### config.mk
export PLATFORM = sky130hd
export DESIGN_NAME = multicycle_control
export DESIGN_NICKNAME = d
export VERILOG_FILES = /design/src/rtl/multicycle_control.sv
export SDC_FILE = /design/constraint.sdc
export NUM_CORES = 1
export LEC_CHECK = 0
export BUFFER_PORTS_ARGS = -buffer_cell sky130_fd_sc_hd__buf_2
export CAP_MARGIN = 20
export CELL_PAD_IN_SITES_DETAIL_PLACEMENT = 2
export CELL_PAD_IN_SITES_GLOBAL_PLACEMENT = 2
export CORE_ASPECT_RATIO = 1.25
export CORE_MARGIN = 2
export CORE_UTILIZATION = 29
export DETAILED_ROUTE_END_ITERATION = 8
export GPL_TIMING_DRIVEN = 1
export HOLD_SLACK_MARGIN = 0.02
export PLACE_DENSITY = 0.78
export REMOVE_ABC_BUFFERS = 1
export SYNTH_ARGS = -nofsm -noshare
export SYNTH_HDL_FRONTEND = slang
export SYNTH_SLANG_ARGS = --single-unit
### constraint.sdc
create_clock -name clk -period 2.1 [get_ports clk]
set_input_delay 0.21 -clock clk [delete_from_list [all_inputs] [get_ports clk]]
set_output_delay 0.21 -clock clk [all_outputs]
set_load 0.01 [all_outputs]
### src/rtl/multicycle_control.sv
// Multi-cycle control FSM for the MIPS-subset CPU: sequences FETCH/DECODE/EXEC/MEM/WB
// over a shared ready-handshaked memory port, with bus timeout, illegal-op trap and instret.
module multicycle_control #(
    parameter int MEM_TIMEOUT = 16,
    parameter int TO_W        = 8,
    parameter int CNT_W       = 32
) (
    input  logic             clk,
    input  logic             reset,
    input  logic [5:0]       opcode,
    input  logic [5:0]       funct,
    input  logic             alu_zero,
    input  logic             mem_ready,
    output logic             pc_wr,
    output logic [1:0]       pc_src,
    output logic             ir_wr,
    output logic             i_or_d,
    output logic             mem_rd,
    output logic             mem_wr,
    output logic             reg_wr,
    output logic [1:0]       reg_dst,
    output logic [1:0]       mem_to_reg,
    output logic             alu_src_b,
    output logic [2:0]       alu_ctrl,
    output logic             trap,
    output logic             trap_cause,
    output logic [2:0]       state,
    output logic [CNT_W-1:0] instret
);

    typedef enum logic [2:0] {
        FETCH  = 3'd0,
        DECODE = 3'd1,
        EXEC   = 3'd2,
        MEM    = 3'd3,
        WB     = 3'd4,
        TRAP   = 3'd7
    } state_t;

    typedef enum logic [3:0] {
        C_LW, C_SW, C_J, C_JAL, C_BEQ, C_BNE, C_XORI,
        C_ADDI, C_JR, C_ADD, C_SUB, C_SLT, C_ILL
    } class_t;

    state_t            state_q, state_d;
    class_t            class_q, dec_class;
    logic [TO_W-1:0]   cnt_q;
    logic [CNT_W-1:0]  instret_q;
    logic              cause_q, cause_d;
    logic              retire;
    logic              waiting, timeout_hit;

    always_comb begin
        dec_class = C_ILL;
        case (opcode)
            6'h23: dec_class = C_LW;
            6'h2b: dec_class = C_SW;
            6'h02: dec_class = C_J;
            6'h03: dec_class = C_JAL;
            6'h04: dec_class = C_BEQ;
            6'h05: dec_class = C_BNE;
            6'h0e: dec_class = C_XORI;
            6'h08: dec_class = C_ADDI;
            6'h00: begin
                case (funct)
                    6'h08:   dec_class = C_JR;
                    6'h20:   dec_class = C_ADD;
                    6'h22:   dec_class = C_SUB;
                    6'h2a:   dec_class = C_SLT;
                    default: dec_class = C_ILL;
                endcase
            end
            default: dec_class = C_ILL;
        endcase
    end

    // A ready arriving on the deadline cycle wins, so the trap needs ready still low.
    assign waiting     = (state_q == FETCH || state_q == MEM) && !mem_ready;
    assign timeout_hit = waiting && (cnt_q == TO_W'(MEM_TIMEOUT));

    always_comb begin
        state_d    = state_q;
        cause_d    = cause_q;
        retire     = 1'b0;
        pc_wr      = 1'b0;
        pc_src     = 2'd0;
        ir_wr      = 1'b0;
        i_or_d     = 1'b0;
        mem_rd     = 1'b0;
        mem_wr     = 1'b0;
        reg_wr     = 1'b0;
        reg_dst    = 2'd0;
        mem_to_reg = 2'd0;
        alu_src_b  = 1'b0;
        alu_ctrl   = 3'b000;
        if (!reset) begin
            case (state_q)
                FETCH: begin
                    if (timeout_hit) begin
                        state_d = TRAP;
                        cause_d = 1'b1;
                    end else begin
                        mem_rd = 1'b1;
                        if (mem_ready) begin
                            ir_wr   = 1'b1;
                            pc_wr   = 1'b1;
                            state_d = DECODE;
                        end
                    end
                end
                DECODE: begin
                    case (dec_class)
                        C_ILL: begin
                            state_d = TRAP;
                            cause_d = 1'b0;
                        end
                        C_J: begin
                            pc_wr   = 1'b1;
                            pc_src  = 2'd2;
                            state_d = FETCH;
                            retire  = 1'b1;
                        end
                        C_JAL: begin
                            pc_wr      = 1'b1;
                            pc_src     = 2'd2;
                            reg_wr     = 1'b1;
                            reg_dst    = 2'd2;
                            mem_to_reg = 2'd2;
                            state_d    = FETCH;
                            retire     = 1'b1;
                        end
                        C_JR: begin
                            pc_wr   = 1'b1;
                            pc_src  = 2'd3;
                            state_d = FETCH;
                            retire  = 1'b1;
                        end
                        default: state_d = EXEC;
                    endcase
                end
                EXEC: begin
                    case (class_q)
                        C_LW, C_SW: begin
                            alu_src_b = 1'b1;
                            state_d   = MEM;
                        end
                        C_ADDI: begin
                            alu_src_b = 1'b1;
                            state_d   = WB;
                        end
                        C_XORI: begin
                            alu_src_b = 1'b1;
                            alu_ctrl  = 3'b010;
                            state_d   = WB;
                        end
                        C_ADD: state_d = WB;
                        C_SUB: begin
                            alu_ctrl = 3'b001;
                            state_d  = WB;
                        end
                        C_SLT: begin
                            alu_ctrl = 3'b011;
                            state_d  = WB;
                        end
                        C_BEQ, C_BNE: begin
                            alu_ctrl = 3'b001;
                            pc_src   = 2'd1;
                            pc_wr    = (class_q == C_BEQ) ? alu_zero : !alu_zero;
                            state_d  = FETCH;
                            retire   = 1'b1;
                        end
                        default: begin
                            state_d = TRAP;
                            cause_d = 1'b0;
                        end
                    endcase
                end
                MEM: begin
                    if (timeout_hit) begin
                        state_d = TRAP;
                        cause_d = 1'b1;
                    end else begin
                        i_or_d = 1'b1;
                        mem_rd = (class_q == C_LW);
                        mem_wr = (class_q == C_SW);
                        if (mem_ready) begin
                            state_d = (class_q == C_LW) ? WB : FETCH;
                            retire  = (class_q == C_SW);
                        end
                    end
                end
                WB: begin
                    reg_wr = 1'b1;
                    case (class_q)
                        C_LW: begin
                            reg_dst    = 2'd1;
                            mem_to_reg = 2'd1;
                        end
                        C_ADDI, C_XORI: reg_dst = 2'd1;
                        default:        reg_dst = 2'd0;
                    endcase
                    state_d = FETCH;
                    retire  = 1'b1;
                end
                TRAP:    state_d = TRAP;
                default: state_d = FETCH;
            endcase
        end
    end

    // The wait counter restarts whenever the state changes, which covers entry to FETCH and MEM.
    always_ff @(posedge clk) begin
        if (reset) begin
            state_q   <= FETCH;
            class_q   <= C_ILL;
            cnt_q     <= '0;
            instret_q <= '0;
            cause_q   <= 1'b0;
        end else begin
            state_q <= state_d;
            cause_q <= cause_d;
            if (state_q == DECODE) begin
                class_q <= dec_class;
            end
            if (waiting && !timeout_hit) begin
                cnt_q <= cnt_q + TO_W'(1);
            end else begin
                cnt_q <= '0;
            end
            if (retire) begin
                instret_q <= instret_q + CNT_W'(1);
            end
        end
    end

    assign state      = reset ? FETCH : state_q;
    assign trap       = !reset && (state_q == TRAP);
    assign trap_cause = trap && cause_q;
    assign instret    = reset ? '0 : instret_q;

endmodule

After elaboration in Yosys (flattened, before gate mapping)

Index checks and enable logic that the tools add are counted.

Output and inout bits: 53
Logic and storage cells: 129
Flip-flop bits (word level): 48
Input bits: 16

Equality and inequality tests: 35
$add $sub $neg: 2
Bitwise logic cells: 1
Muxes and demuxes: 59
Reduce and logical (&&, ||, !) cells: 27

Operators by type and width:

| operator                                                         | number |
|---|---|
| 4-bit case mux with 9 select lines                               | 1 |
| 32-bit by 1-bit adder with 32-bit output (second input constant) | 1 |
| 32-bit two-way mux                                               | 1 |
| 1-bit two-way mux                                                | 31 |
| 6-bit == test (second input constant)                            | 5 |
| 4-bit == test (second input constant)                            | 5 |
| 6-bit by 4-bit == test with 1-bit output (second input constant) | 3 |
| 3-bit two-way mux                                                | 6 |
| 4-bit by 3-bit == test with 1-bit output (second input constant) | 4 |
| 2-bit case mux with 2 select lines                               | 4 |
| 3-bit case mux with 5 select lines                               | 1 |
| 6-bit by 2-bit == test with 1-bit output (second input constant) | 2 |
| 6-bit by 3-bit == test with 1-bit output (second input constant) | 2 |
| 2-bit two-way mux                                                | 6 |
| 3-bit case mux with 4 select lines                               | 1 |
| 2-bit OR reduction                                               | 5 |
| 3-bit case mux with 3 select lines                               | 1 |
| 3-bit OR reduction                                               | 3 |
| 9-bit OR reduction                                               | 1 |
| 8-bit by 1-bit adder with 8-bit output (second input constant)   | 1 |
| 4-bit by 2-bit == test with 1-bit output (second input constant) | 2 |
| 8-bit by 5-bit == test with 1-bit output (second input constant) | 1 |
| 3-bit by 2-bit == test with 1-bit output (second input constant) | 2 |
| 3-bit == test (second input constant)                            | 2 |
| 22 further kinds                                                 | 33 |

Depth between registers and ports, before layout

Word-level depth: 8
Mapped depth: 10
Mapped depth without buffers: 9

Least setup slack after synthesis

OpenSTA, ideal clock, no wires.

Path type: register to register
Start: reg cnt_q[0]
End: reg state_q[0]
Period minus slack after synthesis: 2288 ps
Cell stages (with the launch flop): 11
Arrival time: 2156 ps
Required time: 1968 ps
Path slack: -188 ps
Setup time: 132 ps
Path buffers: 1
Cell sequence: dfxtp_1 inv_1 ha_1 or4b_2 nor2_1 or3_1 clkbuf_1 o21ai_0 o21a_1 nor3_1 nor2_1

Cells in the longest elaborated chain, start to end: 4
Elaborated cells between the ends (all ways): 8
Classes of those cells: eq/ne (3); mux (3); reduce/logical (2)

RTL lines:

| element                                                                   | RTL line | source |
|---|---|---|
| start: declaration                                                        | 47       | `logic [TO_W-1:0] cnt_q;` |
| start signal: assignment                                                  | 226      | `cnt_q <= cnt_q + TO_W'(1);` |
| 8-bit by 5-bit == test with 1-bit output (*)                              | 79       | `assign timeout_hit = waiting && (cnt_q == TO_W'(MEM_TIMEOUT));` |
| 1-bit logical AND (*)                                                     | 79       |  |
| 3-bit two-way mux, or another cell as far along                           | 179      | `if (timeout_hit) begin` |
| 3-bit case mux with 5 select lines or 2-bit AND reduction (tied branches) | --       |  |
| end signal: assignment                                                    | 220      | `state_q <= state_d;` |
| end: declaration                                                          | 45       | `state_t state_q, state_d;` |

Mark *: on every way between the ends. The rest lies on a longest branch, timed or not.
A chain may end at the register's enable or synchronous reset.

Worst setup path in the final report

Start: reg cnt_q[1]
End: out mem_wr

Cells in the longest elaborated chain, start to end: 5

RTL lines:

| element                                  | RTL line | source |
|---|---|---|
| 8-bit by 5-bit == test with 1-bit output | 79       |  |
| 1-bit logical AND                        | 79       |  |
| 1-bit two-way mux                        | 179      |  |
| 1-bit two-way mux                        | 97       | `case (state_q)` |
| 1-bit two-way mux                        | 96       | `if (!reset) begin` |
| end: declaration                         | 19       | `output logic mem_wr,` |

Every way passes these cells.

==> summary.md <==
| Metric | Value |
|---|---|
| Status | finished with violations |
| Failing checks | negative setup slack |
| IO Port Bufs | 67 |
| Post-Syn Area per Cell | 7.96 um^2 |
| Critical R2R Capture | instret_q[29] |
| CTS tree | done |
| Residual DRC | 0 |
| Root Driver | clkbuf_16 |
| VDD IR-drop max | 0.333 mV |
| FP Rows | 43 |
| CP max FO | 2 |
| Placed Area | 0.00423 mm^2 |
| R2R cell count | 8 |
| Number of flops mapped to enable cells by yosys | 0 |
| Internal power | 2.12 mW |
| Initial Util | 29.4% |
| DIE AREA | 0.0121 mm^2 |
| WP data required | 1.89 ns |
| Post-synthesis sequential area ratio | 29.6% |
| CP endpoint | mem_wr |
| Async S/R FF share, synth | 0% |
| Drt first-iter violations | 194 |
| Critical path cell sequence | inv_2 -> ha_4 -> or4b_4 -> nor4_4 -> buf_4 -> nor2_4 -> and3_4 -> and3_4 -> buf_6 |
| Max-cap viol count | 0 |
| Layout cells sized above 1 | 48.8% |
| Worst-Skew Late Latency | 0.31 ns |
| CTS buffer count | 5 |
| Leak | 2.15 nW |
| Distinct cells, synth | 63 |
| Yosys Warn Count | 0 |
| Setup Total Neg Slack | -2.98 ns |
| Logic pwr share | 45.7% |
| Number of global-route vias before repair | 4,101 |
| Initial antenna violation count | 1 |
| FF/Latch Area | 973 um^2 |
| Reg-to-reg startpoint | instret_q[8] |
| Yosys top cell area share | 29.6% |
| Hold WS | 0.268 ns |
| Non-Filler Instances | 696 |
| Clock skew | 0.00592 ns |
| Worst path depth | 9 |
| Global route total overflow | 0 |
| Placed Cells | 663 |
| Final hold viol count | 0 |
| Switch Pwr | 1.57 mW |
| Final instance area | 0.00521 mm^2 |
| CP Launch Type | register |
| Kind of cell adding the most delay to the critical path | simple AND/OR/NAND/NOR gates |
| Tightest Pin Transition | 0.609 ns |
| HPWL after detailed placement | 9430 um |
| Hold-fix buffers at CTS | 0 |
| Worst path max stage delay | 0.49 ns |
| Drt first pass iters | 4 |
| Clock Path Buffers | 2 |
| CP Data Arrival Time | 2.11 ns |
| First-pass GRT wire length | 21,700 um |
| Slew Limit Fails | 0 |
| All-Layer GR Usage | 22.5% |
| Layout filler cell count | 1,193 |
| CP max-delay cell | or4b_4 |
| Syn Inst Count | 408 |
| Multi-input logic area | 0.00263 mm^2 |
| Switch share | 42.5% |
| CTS Sinks | 48 |
| I/O Pins | 69 |
| GP Congestion | 0.806 |
| Area growth syn-to-layout | 60.4% |
| Final WL | 17,500 um |
| Core Area | 0.0110 mm^2 |
| Final setup fails | 37 |
| Final nets | 578 |
| Hold Crit Class | primary input to register |
| Die Wd | 98.6 um |
| Most common flop cell mapped by yosys | dfxtp_1 |
| Critical path type | register to output port |
| PD cells | 707 mW/mm^2 |
| ANT nets after route | 0 |
| RSZ-0062 raised after global routing | true |
| Fin crit period | 2.32 ns |
| CP most frequent cell | and3_4 |
| Htree depth | 2 |
| Synth Register Bits | 48 |
| Drt via density | 5.56 |
| Vias | 3,868 |
| Worst setup margin | -0.224 ns |
| Pin count of the biggest net entering global routing | 38 |
| CP Launch Point | cnt_q[1] |
| Reg2reg setup slack | -0.19 ns |
| Die H | 122 um |
| Overall Power | 3.68 mW |
| Routed len/inst | 25.2 um |
| Worst path buffer plus inverter count | 3 |
| Clock share of power | 23.9% |
| Element type at the critical path end | output port |
| Area contributors post-synth | dfxtp_1, nor2_1, nor2b_1, xnor2_1, a2111oi_2 |
| Post-route clock period utilization | 111% |
| Syn Std Cell Area | 0.00325 mm^2 |
| Post-synth top area cell | dfxtp_1 |
| Slew HR | 58.9% |
| Clock transition at path regs | 0.07 ns |
| Maximum clock frequency | 430 MHz |
| Reg power frac | 30.4% |
-- cells by family after synthesis --
kind of cell,after synthesis,synth area share (%)
AOI/OAI and AO/OA,66,17.0
xor gates and xnor gates,32,8.63
adders and majority gates,3,1.16
buffers and inverters,39,5.16
DFF,48,29.6
muxes,10,3.39
other,1,0.115
and+or+nand+nor,209,34.9
-- cell type report --
type | instances | share of cell area, %
clock buffers | 6 | 2.67
multi-input cells | 321 | 50.4
well taps | 135 | 3.24
flip-flops and latches | 48 | 18.7
inverters | 13 | 0.937
clock inverters | 2 | 0.192
repair buffers | 170 | 23.8
diodes | 1 | 0.0480
-- per-layer routing --
metal | part of all wire, % | GRT usage (%) | wire, um | up-vias
met3 | 3.8 | 2.96 | 665 | 54
met4 | 4.0 | 9.50 | 699 | 0
met5 | 0 | 0 | 0 | -
met2 | 55 | 42.5 | 9560 | 124
met1 | 38 | 25.3 | 6610 | 1964
li1 | - | - | - | 1726
-- state kept, by name, indices dropped and copies added (netlist names) --
register and cells:
cause_q 1, cnt_q 8, state_q 3, instret_q 32, class_q 4
-- cell usage after synthesis, types with 3 or more instances --
library cell  instances
inv_1                13
nand2_1              23
nor3_1               12
buf_2                 5
nand3_1              18
and4_1                3
nor4_1                6
nor2b_1              35
ha_1                  3
nand2b_1              3
xor2_1                8
nand4_1               7
and3_1               11
clkbuf_1             18
a21oi_1              15
mux2_2                7
and2_1                3
a211oi_1              8
xnor2_1              24
nor2_1               64
o21ai_0               8
or3_1                 7
a2111oi_2             8
dfxtp_1              48
-- per-stage QoR --
step | utilization, % | setup slack, ns
finish | 47.2 | -0.224
global route | 47.2 | -0.335
CTS | 42.1 | -0.146
detailed placement | 38.4 | -0.506
global placement | 38.4 | -0.275
floorplan | - | -0.758
-- power by group through the flow --
| stage | Sequential (mW) | Combinational (mW) | Clock (mW) |
|---|---|---|---|
| after global routing | 1.12 | 1.78 | 0.925 |
| after floorplan | 1.12 | 0.572 | 0 |
| final | 1.12 | 1.68 | 0.881 |
| after global placement | 1.08 | 1.21 | 0 |
| after CTS | 1.08 | 1.40 | 0.865 |
| after detailed placement | 1.09 | 1.28 | 0 |
-- worst reg2reg max path, stage by stage (launching register included) --
cell	delay, ns
dfxtp_2	0.34
and4_1	0.24
nand4_1	0.25
nor4_4	0.33
nand4_1	0.23
buf_4	0.20
a2111oi_4	0.36
xnor2_2	0.17
nor2_1	0.06
-- timing repair --
| action | in CTS | in global routing |
|---|---|---|
| resized for setup | 40 | 95 |
| buffers inserted | 9 | 17 |
| gates cloned | 0 | 1 |
| pin swaps | 18 | 51 |
| setup endpoints to repair | 38 | 44 |
-- worst min path at each step --
stage	start	endpoint	slack, ns	depth (start not counted)
after floorplan	reset	cause_q	0.28	1
after global placement	cause_q	cause_q	0.49	2
after detailed placement	cause_q	cause_q	0.50	2
after CTS	reset	cause_q	0.23	2
after global routing	reset	cause_q	0.28	2
final	reset	cause_q	0.27	2
-- placed cells by master, fill, tap and decap left out, types with 11 or more instances in the layout --
master    n
a21oi_1  12
buf_2    58
buf_4    91
buf_6    17
dfxtp_1  40
inv_1    11
nand2_1  19
nand3_1  14
nor2_1   58
nor2b_1  32
xnor2_1  21
(Power assumes the default switching activity.)
